===== src/rtl/spi_xfer_sequencer.sv =====
// ---------------------------------------------------------------------------
// spi_xfer_sequencer
//
// Upstream feeder for the SPI master byte engine. Bytes arrive on a
// valid/ready stream into a TX FIFO. One master transfer is launched per
// byte (one-cycle start pulse plus data). The sequencer waits for the
// master's completion flag and returns the captured byte on a registered
// RX valid/ready output. A watchdog abandons a transfer that never
// completes.
//
// Parameters
//   DEPTH    TX FIFO entries (power of 2, >= 2)
//   TIMEOUT  clk cycles spent in WAIT before a transfer is abandoned (>= 32)
//
// Ports
//   clk, rst              clock; asynchronous active-high reset
//   tx_valid/tx_data      upstream byte stream
//   tx_ready              FIFO not full (registered)
//   m_start/m_data        start pulse and byte to the master
//   m_finish/m_rx         master completion level and captured byte
//   rx_valid/rx_data      registered RX byte to downstream
//   rx_ready              downstream accept
//   busy                  not IDLE, or FIFO holds data
//   err_timeout           sticky watchdog expiry flag
//   err_overrun           sticky dropped-RX-byte flag
//   clr_err               synchronous clear of both sticky flags
//
// Optional feature (macro SPI_SEQ_LEVEL_EN)
//   Adds output fifo_level [$clog2(DEPTH):0], the registered FIFO occupancy.
// ---------------------------------------------------------------------------
module spi_xfer_sequencer #(
   parameter int DEPTH   = 8,
   parameter int TIMEOUT = 64
) (
   input  logic                  clk,
   input  logic                  rst,
   input  logic                  tx_valid,
   input  logic [7:0]            tx_data,
   output logic                  tx_ready,
   output logic                  m_start,
   output logic [7:0]            m_data,
   input  logic                  m_finish,
   input  logic [7:0]            m_rx,
   output logic                  rx_valid,
   output logic [7:0]            rx_data,
   input  logic                  rx_ready,
   output logic                  busy,
   output logic                  err_timeout,
   output logic                  err_overrun,
   input  logic                  clr_err
`ifdef SPI_SEQ_LEVEL_EN
   ,
   output logic [$clog2(DEPTH):0] fifo_level
`endif
);

   localparam int AW  = $clog2(DEPTH);
   localparam int PW  = AW + 1;
   localparam int WDW = $clog2(TIMEOUT);
   localparam logic [WDW-1:0] WD_LAST = WDW'(TIMEOUT - 1);

   typedef enum logic [2:0] {
      S_IDLE,
      S_LAUNCH,
      S_GUARD,
      S_WAIT,
      S_CAPTURE
   } state_t;

   state_t          r_state;
   state_t          w_state_nxt;

   logic [7:0]      r_mem [DEPTH];
   logic [PW-1:0]   r_wr_ptr;
   logic [PW-1:0]   r_rd_ptr;
   logic            r_tx_ready;
   logic            r_m_start;
   logic [7:0]      r_m_data;
   logic            r_finish_d;
   logic [WDW-1:0]  r_wd;
   logic            r_rx_valid;
   logic [7:0]      r_rx_data;
   logic            r_err_to;
   logic            r_err_ov;

   logic            w_push;
   logic            w_empty;
   logic            w_done;
   logic            w_wd_exp;
   logic [PW-1:0]   w_wr_nxt;
   logic [PW-1:0]   w_rd_nxt;
   logic [PW-1:0]   w_cnt_nxt;

   // FSM output decodes
   logic            w_launch;
   logic            w_wd_run;
   logic            w_timeout;
   logic            w_capture;
   logic            w_rx_load;
   logic            w_rx_drop;

   assign w_push   = tx_valid & r_tx_ready;
   assign w_empty  = (r_wr_ptr == r_rd_ptr);
   // Rising edge of the master's completion level
   assign w_done   = m_finish & ~r_finish_d;
   assign w_wd_exp = (r_wd == WD_LAST);

   assign w_wr_nxt  = r_wr_ptr + PW'(w_push);
   assign w_rd_nxt  = r_rd_ptr + PW'(w_launch);
   assign w_cnt_nxt = w_wr_nxt - w_rd_nxt;

   // ------------------------------------------------------------------
   // FSM: state register
   // ------------------------------------------------------------------
   always_ff @(posedge clk or posedge rst) begin
      if (rst) r_state <= S_IDLE;
      else     r_state <= w_state_nxt;
   end

   // ------------------------------------------------------------------
   // FSM: next state
   // ------------------------------------------------------------------
   always_comb begin
      w_state_nxt = r_state;
      case (r_state)
         S_IDLE:    if (!w_empty) w_state_nxt = S_LAUNCH;
         S_LAUNCH:  w_state_nxt = S_GUARD;
         // m_finish from the previous transfer is still high here; it only
         // drops after the master sees the start pulse.
         S_GUARD:   w_state_nxt = S_WAIT;
         S_WAIT: begin
            if (w_done)        w_state_nxt = S_CAPTURE;
            else if (w_wd_exp) w_state_nxt = S_IDLE;
         end
         S_CAPTURE: w_state_nxt = S_IDLE;
         default:   w_state_nxt = S_IDLE;
      endcase
   end

   // ------------------------------------------------------------------
   // FSM: output decode
   // ------------------------------------------------------------------
   always_comb begin
      w_launch  = 1'b0;
      w_wd_run  = 1'b0;
      w_timeout = 1'b0;
      w_capture = 1'b0;
      case (r_state)
         S_LAUNCH:  w_launch  = 1'b1;
         S_WAIT: begin
            w_wd_run  = 1'b1;
            // A completion in the last watchdog cycle still counts
            w_timeout = w_wd_exp & ~w_done;
         end
         S_CAPTURE: w_capture = 1'b1;
         default: ;
      endcase
   end

   // The RX slot can take a new byte if it is empty or being drained now
   assign w_rx_load = w_capture & (~r_rx_valid | rx_ready);
   assign w_rx_drop = w_capture & r_rx_valid & ~rx_ready;

   // ------------------------------------------------------------------
   // FIFO storage (contents need no reset; pointers define validity)
   // ------------------------------------------------------------------
   always_ff @(posedge clk) begin
      if (w_push) r_mem[r_wr_ptr[AW-1:0]] <= tx_data;
   end

   always_ff @(posedge clk or posedge rst) begin
      if (rst) begin
         r_wr_ptr   <= '0;
         r_rd_ptr   <= '0;
         r_tx_ready <= 1'b1;
      end else begin
         r_wr_ptr   <= w_wr_nxt;
         r_rd_ptr   <= w_rd_nxt;
         // Registered from the updated count, so a push arriving while full
         // is refused even if a pop happens in the same cycle.
         r_tx_ready <= (w_cnt_nxt != PW'(DEPTH));
      end
   end

   // ------------------------------------------------------------------
   // Master interface and watchdog
   // ------------------------------------------------------------------
   always_ff @(posedge clk or posedge rst) begin
      if (rst) begin
         r_m_start  <= 1'b0;
         r_m_data   <= '0;
         r_finish_d <= 1'b0;
         r_wd       <= '0;
      end else begin
         r_m_start  <= w_launch;
         r_finish_d <= m_finish;
         if (w_launch) r_m_data <= r_mem[r_rd_ptr[AW-1:0]];
         if (w_launch)      r_wd <= '0;
         else if (w_wd_run) r_wd <= r_wd + 1'b1;
      end
   end

   // ------------------------------------------------------------------
   // RX output register and sticky error flags
   // ------------------------------------------------------------------
   always_ff @(posedge clk or posedge rst) begin
      if (rst) begin
         r_rx_valid <= 1'b0;
         r_rx_data  <= '0;
         r_err_to   <= 1'b0;
         r_err_ov   <= 1'b0;
      end else begin
         if (w_rx_load) begin
            r_rx_valid <= 1'b1;
            r_rx_data  <= m_rx;
         end else if (r_rx_valid && rx_ready) begin
            r_rx_valid <= 1'b0;
         end
         // A same-cycle set beats clr_err
         if (w_timeout)    r_err_to <= 1'b1;
         else if (clr_err) r_err_to <= 1'b0;
         if (w_rx_drop)    r_err_ov <= 1'b1;
         else if (clr_err) r_err_ov <= 1'b0;
      end
   end

`ifdef SPI_SEQ_LEVEL_EN
   logic [PW-1:0] r_level;

   always_ff @(posedge clk or posedge rst) begin
      if (rst) r_level <= '0;
      else     r_level <= w_cnt_nxt;
   end

   assign fifo_level = r_level;
`endif

   assign tx_ready    = r_tx_ready;
   assign m_start     = r_m_start;
   assign m_data      = r_m_data;
   assign rx_valid    = r_rx_valid;
   assign rx_data     = r_rx_data;
   assign busy        = (r_state != S_IDLE) | ~w_empty;
   assign err_timeout = r_err_to;
   assign err_overrun = r_err_ov;

endmodule


===== config.mk =====
export PLATFORM = sky130hd
export DESIGN_NAME = spi_xfer_sequencer
export DESIGN_NICKNAME = d
export VERILOG_FILES = /design/src/rtl/spi_xfer_sequencer.sv
export SDC_FILE = /design/constraint.sdc
export NUM_CORES = 1
export LEC_CHECK = 0
export CORE_UTILIZATION = 50
export CTS_BUF_LIST = sky130_fd_sc_hd__clkbuf_4 sky130_fd_sc_hd__clkbuf_8 sky130_fd_sc_hd__clkbuf_16
export DETAILED_ROUTE_END_ITERATION = 10
export PLACE_DENSITY = 0.75
export SYNTH_ARGS = -nofsm -noshare
export SYNTH_HDL_FRONTEND = slang
export SYNTH_SLANG_ARGS = --single-unit

===== constraint.sdc =====
create_clock -name clk -period 2.55 [get_ports clk]
set_input_delay 0.51 -clock clk [delete_from_list [all_inputs] [get_ports clk]]
set_output_delay 0.51 -clock clk [all_outputs]
set_load 0.02 [all_outputs]

==> results.txt <==
The flow ran to the end, and the final reports show no timing, DRC or antenna violations. The total core area is a little over 8000 µm². Timing would allow up to between 0.4 and 0.5 GHz. The number of antenna diodes in the final layout is 0. After detailed routing, the number of remaining DRC violations is 0. The cell with the largest stage delay on the worst path is sky130_fd_sc_hd__or4_4. TritonCTS built the clock tree. Synthesis produced roughly 290 cells. The iteration count of the initial detailed-routing pass is 5. Leaving out fill and tap cells, the most frequent cell in the layout is sky130_fd_sc_hd__edfxtp_1. In this run the most critical hold path is launched from m_data[6]$_DFFE_PP0N_. The detail route stage leaves a number of antenna-violating nets equal to 0.

The launch point of the critical path is r_rd_ptr[0]$_DFF_PP0_. The number of failing hold endpoints at the final stage came out at 0. In the layout the commonest cells are 64 x sky130_fd_sc_hd__edfxtp_1, 42 x sky130_fd_sc_hd__clkdlybuf4s50_1, 37 x sky130_fd_sc_hd__dfrtp_1, 36 x sky130_fd_sc_hd__mux2i_1, 31 x sky130_fd_sc_hd__nand2_1.

The cell row count is 33. The net switching component of the power came out at a little over 0.002 W. The number of max-cap violations is 0. Per report_power, the combinational group accounts for between 40% and 50% of the total. The setup slack of the critical path after layout is approximately 0.14 ns.

The yosys synthesis warning count is 0. Counting the fill cells in the layout gives 633. The worst setup slack before clock tree synthesis is -0.0841 ns. The maximum level of the CTS H-tree is 3. The sum of buffers and inverters on the critical path is 1. The starting density of the core came out at about half. The startpoint of the most critical register-to-register path is r_state[0]$_DFFE_PP0P_. The DRC marker count from the first detailed-route iteration is 63.

The number of buffers created by CTS came out at 9. The y dimension of the die came out at approximately 94 µm. Summing over every cut layer, the via total after detailed routing is 2424. The fraction of power spent switching nets is 36.0%. Walking the worst path, the cells encountered are xnor2_1 -> nand3_1 -> or4_4 -> dlygate4sd2_1. The final critical path takes up 94.6% of the cycle.

The family with the most delay on the worst path is simple AND/OR/NAND/NOR gates. The overall fraction of global-route tracks in use is between 10% and 20%. The worst-case IR drop observed on VDD is between 500 and 600 µV. The class of the most critical hold timing path is flop to flop. The maximum clock path buffer count is 2. The sequential cell fraction of total power came out at between 40% and 50%. In the post-synthesis netlist, the biggest area contributors are sky130_fd_sc_hd__edfxtp_1 46%, sky130_fd_sc_hd__dfrtp_1 23%, sky130_fd_sc_hd__mux2i_1 8.6%, sky130_fd_sc_hd__a22oi_1 2.9%, sky130_fd_sc_hd__nand2_1 2.8%.

The post-layout minimum cycle time is ~2.4 ns. The number of antenna violations at the first check in global routing is 0. The final worst clock skew is about 0.011 ns. The half-perimeter wire length of the detailed placement result came out at 5.05 mm. The post-synth design cell area came out at 4190 µm². The worst setup path is launched from a flop. STA classifies the critical path endpoint as an output pin. The number of distinct library cell variants in the gate-level netlist after synthesis is 35. The portion of total power attributed to the clock network is ~17%.

The biggest cell delay along the critical path came out at slightly above 0.5 ns. The final routed wirelength across all metal layers is ~7.3 mm. The tightest hold margin came out at roughly 0.48 ns. Counting flops and latches in the post-synthesis netlist gives between 100 and 150. The clock drives around 100 sinks. The per-cell via count in the routed design is ~5.2.

The cell type with the largest total area after synthesis is sky130_fd_sc_hd__edfxtp_1. Summed over all layers, the global routing overflow is 0. Dividing total power by cell area gives a power density of approximately 1100 nW/µm². The final setup violation count came out at 0. The count of final max-slew check failures is 0. The number of nets in the synthesized netlist is roughly 320. The required time of the critical path is around 2.0 ns.

The post-synthesis sequential area ratio came out at 69.1%. The post-synthesis average cell area is 14.4 µm². Summed over all cells, the static leakage comes to 2.01 nW. The area added between synthesis and finish came out at 20.1%. At the end of the flow, the number of nets in the layout was ~380. The largest net degree at the start of global routing is 40. The library cell used as clock root buffer is sky130_fd_sc_hd__clkbuf_8. The largest fanout on the critical path is 6.

The post-CTS clock slew at the launch and capture registers of the worst setup and hold paths is approximately 0.1 ns. The die outline area came out at 8760 µm². The transition time at the pin with the least slew margin is between 0.7 and 0.8 ns. The internal portion of the total power is 0.00360 W. The number of global-route vias before repair is ~2400. The first global-routing pass estimated ~12 mm of wire. The critical path in this run is classified as flop to output pin. During placement, the flow inserted port buffers numbering 43. The fraction of synthesized cell area taken by the top area cell type is between 40% and 50%. Setup repair after global routing left no endpoint under its margin. STA puts the critical path data arrival time at roughly 1.9 ns. The floorplan step set the die width to 93.6 µm.

The count of boundary I/O pins is 44. In this run the tightest slew margin relative to its limit is 53.1%. The detail-routed net length per standard cell came out at 15.8 µm. The global placer's final weighted congestion came out at 0.751.

The clock network latency to the later pin of the worst-skew pair is about 0.36 ns. The share of post-route cells with drive strength above 1 is 13.4%.
==> routing by layer <==
metal	part of all wire, %	wire (µm)	GRT usage (%)	vias up
li1	-	-	-	1188
met1	44	3220	22.2	1160
met2	49	3620	30.1	63
met3	4.8	356	5.77	13
met4	1.9	143	6.67	0
met5	0	0	0	-
==> metrics by stage <==
step | util [%] | cells | TNS, ns | total power [W] | cell area [µm²]
2_1_floorplan | - | 292 | 0 | 0.00392 | 4200
3_3_place_gp | 59.2 | 448 | -0.0296 | 0.00463 | 4840
3_5_place_dp | 59.2 | 448 | -0.0841 | 0.00471 | 4840
4_1_cts | 61.6 | 464 | 0 | 0.00568 | 5040
5_1_grt | 61.6 | 464 | 0 | 0.00599 | 5040
6_report | 61.6 | 464 | 0 | 0.00562 | 5040
==> power groups by stage <==
stage	Clock [W]	Sequential [W]	Combinational, W
after floorplan	0	0.00255	0.00137
after global placement	0	0.00241	0.00222
after detailed placement	0	0.00243	0.00228
after CTS	0.00100	0.00239	0.00228
after global routing	0.00107	0.00243	0.00249
final	0.000977	0.00239	0.00226
==> flip-flops by register name (all words and copies together) (netlist names), 3 cells and up <==
register	flops
r_mem	64
r_state	3
r_wr_ptr	4
r_rd_ptr	4
rx_data	8
m_data	8
r_wd	6
==> repair_timing <==
action	4_1_cts	5_1_grt
pin swaps	0	0
hold buffers	0	0
endpoints found under the setup margin	1	1
setup buffers	0	0
gates resized for setup	1	1
==> worst reg2reg max path, cell delays in order, from the launching register on <==
cell and delay (ns):
sky130_fd_sc_hd__dfrtp_1 0.42, sky130_fd_sc_hd__nor2b_1 0.15, sky130_fd_sc_hd__nand2_1 0.11, sky130_fd_sc_hd__clkinv_2 0.07, sky130_fd_sc_hd__ha_1 0.20, sky130_fd_sc_hd__ha_1 0.29
sky130_fd_sc_hd__inv_1 0.04, sky130_fd_sc_hd__ha_1 0.29, sky130_fd_sc_hd__nor2b_1 0.16, sky130_fd_sc_hd__or3_1 0.30, sky130_fd_sc_hd__nor3_1 0.13, sky130_fd_sc_hd__mux2i_1 0.09
==> path summary, 6_finish.rpt <==
| kind | endpoint | slack, ns | cells after the start |
|---|---|---|---|
| worst min register to register | m_data[6]$_DFFE_PP0N_ | 0.48 | 2 |
| max in group asynchronous | tx_ready$_DFF_PP1_ | 1.61 | 3 |
| worst max-delay path | busy | 0.14 | 4 |
| worst min-delay path | m_data[6]$_DFFE_PP0N_ | 0.48 | 2 |
| worst max register to register | tx_ready$_DFF_PP1_ | 0.23 | 11 |
| min in group asynchronous | rx_data[3]$_DFFE_PP0P_ | 0.58 | 3 |
==> synth_stat cells <==
library cell and n:
sky130_fd_sc_hd__buf_1 3, sky130_fd_sc_hd__and3_1 2, sky130_fd_sc_hd__or4_4 1, sky130_fd_sc_hd__nand3_1 16, sky130_fd_sc_hd__clkbuf_1 1, sky130_fd_sc_hd__nor2b_1 4, sky130_fd_sc_hd__and2_1 3, sky130_fd_sc_hd__xnor2_1 6
sky130_fd_sc_hd__o22ai_1 2, sky130_fd_sc_hd__edfxtp_1 64, sky130_fd_sc_hd__ha_1 8, sky130_fd_sc_hd__a22oi_1 16, sky130_fd_sc_hd__a21oi_1 1, sky130_fd_sc_hd__dfstp_2 1, sky130_fd_sc_hd__a22o_1 1, sky130_fd_sc_hd__nor4b_1 1
sky130_fd_sc_hd__or2_2 1, sky130_fd_sc_hd__a21o_1 1, sky130_fd_sc_hd__or3_1 1, sky130_fd_sc_hd__clkbuf_2 1, sky130_fd_sc_hd__nand2_1 31, sky130_fd_sc_hd__o21a_1 1, sky130_fd_sc_hd__o21ba_2 1, sky130_fd_sc_hd__mux2i_1 36
sky130_fd_sc_hd__buf_2 4, sky130_fd_sc_hd__inv_1 7, sky130_fd_sc_hd__dfrtp_1 38, sky130_fd_sc_hd__o21ai_0 5, sky130_fd_sc_hd__nand2b_1 6, sky130_fd_sc_hd__xor2_1 3, sky130_fd_sc_hd__nor3_1 4, sky130_fd_sc_hd__mux2_2 8
sky130_fd_sc_hd__nor2_1 12, sky130_fd_sc_hd__clkinv_1 1, sky130_fd_sc_hd__buf_6 1
==> cell families after synthesis <==
group                      synth area share, %
xor gates and xnor gates                  1.88
and+or+nand+nor                           9.25
AOI/OAI and AO/OA                         4.68
DFF                                       69.1
muxes                                     10.7
buffers and inverters                     1.94
adders and majority gates                 2.39
==> area by class of cell <==
type	count	area, µm²	area share [%]
inverter	8	31.3	0.621
sequential	103	2900	57.6
clock buffer	9	124	2.46
clock inverter	7	73.8	1.47
tap	105	131	2.61
multi-input combinational	171	1210	24.1
timing repair buffer	61	564	11.2
Note: power is estimated with default switching activity, not from simulation.
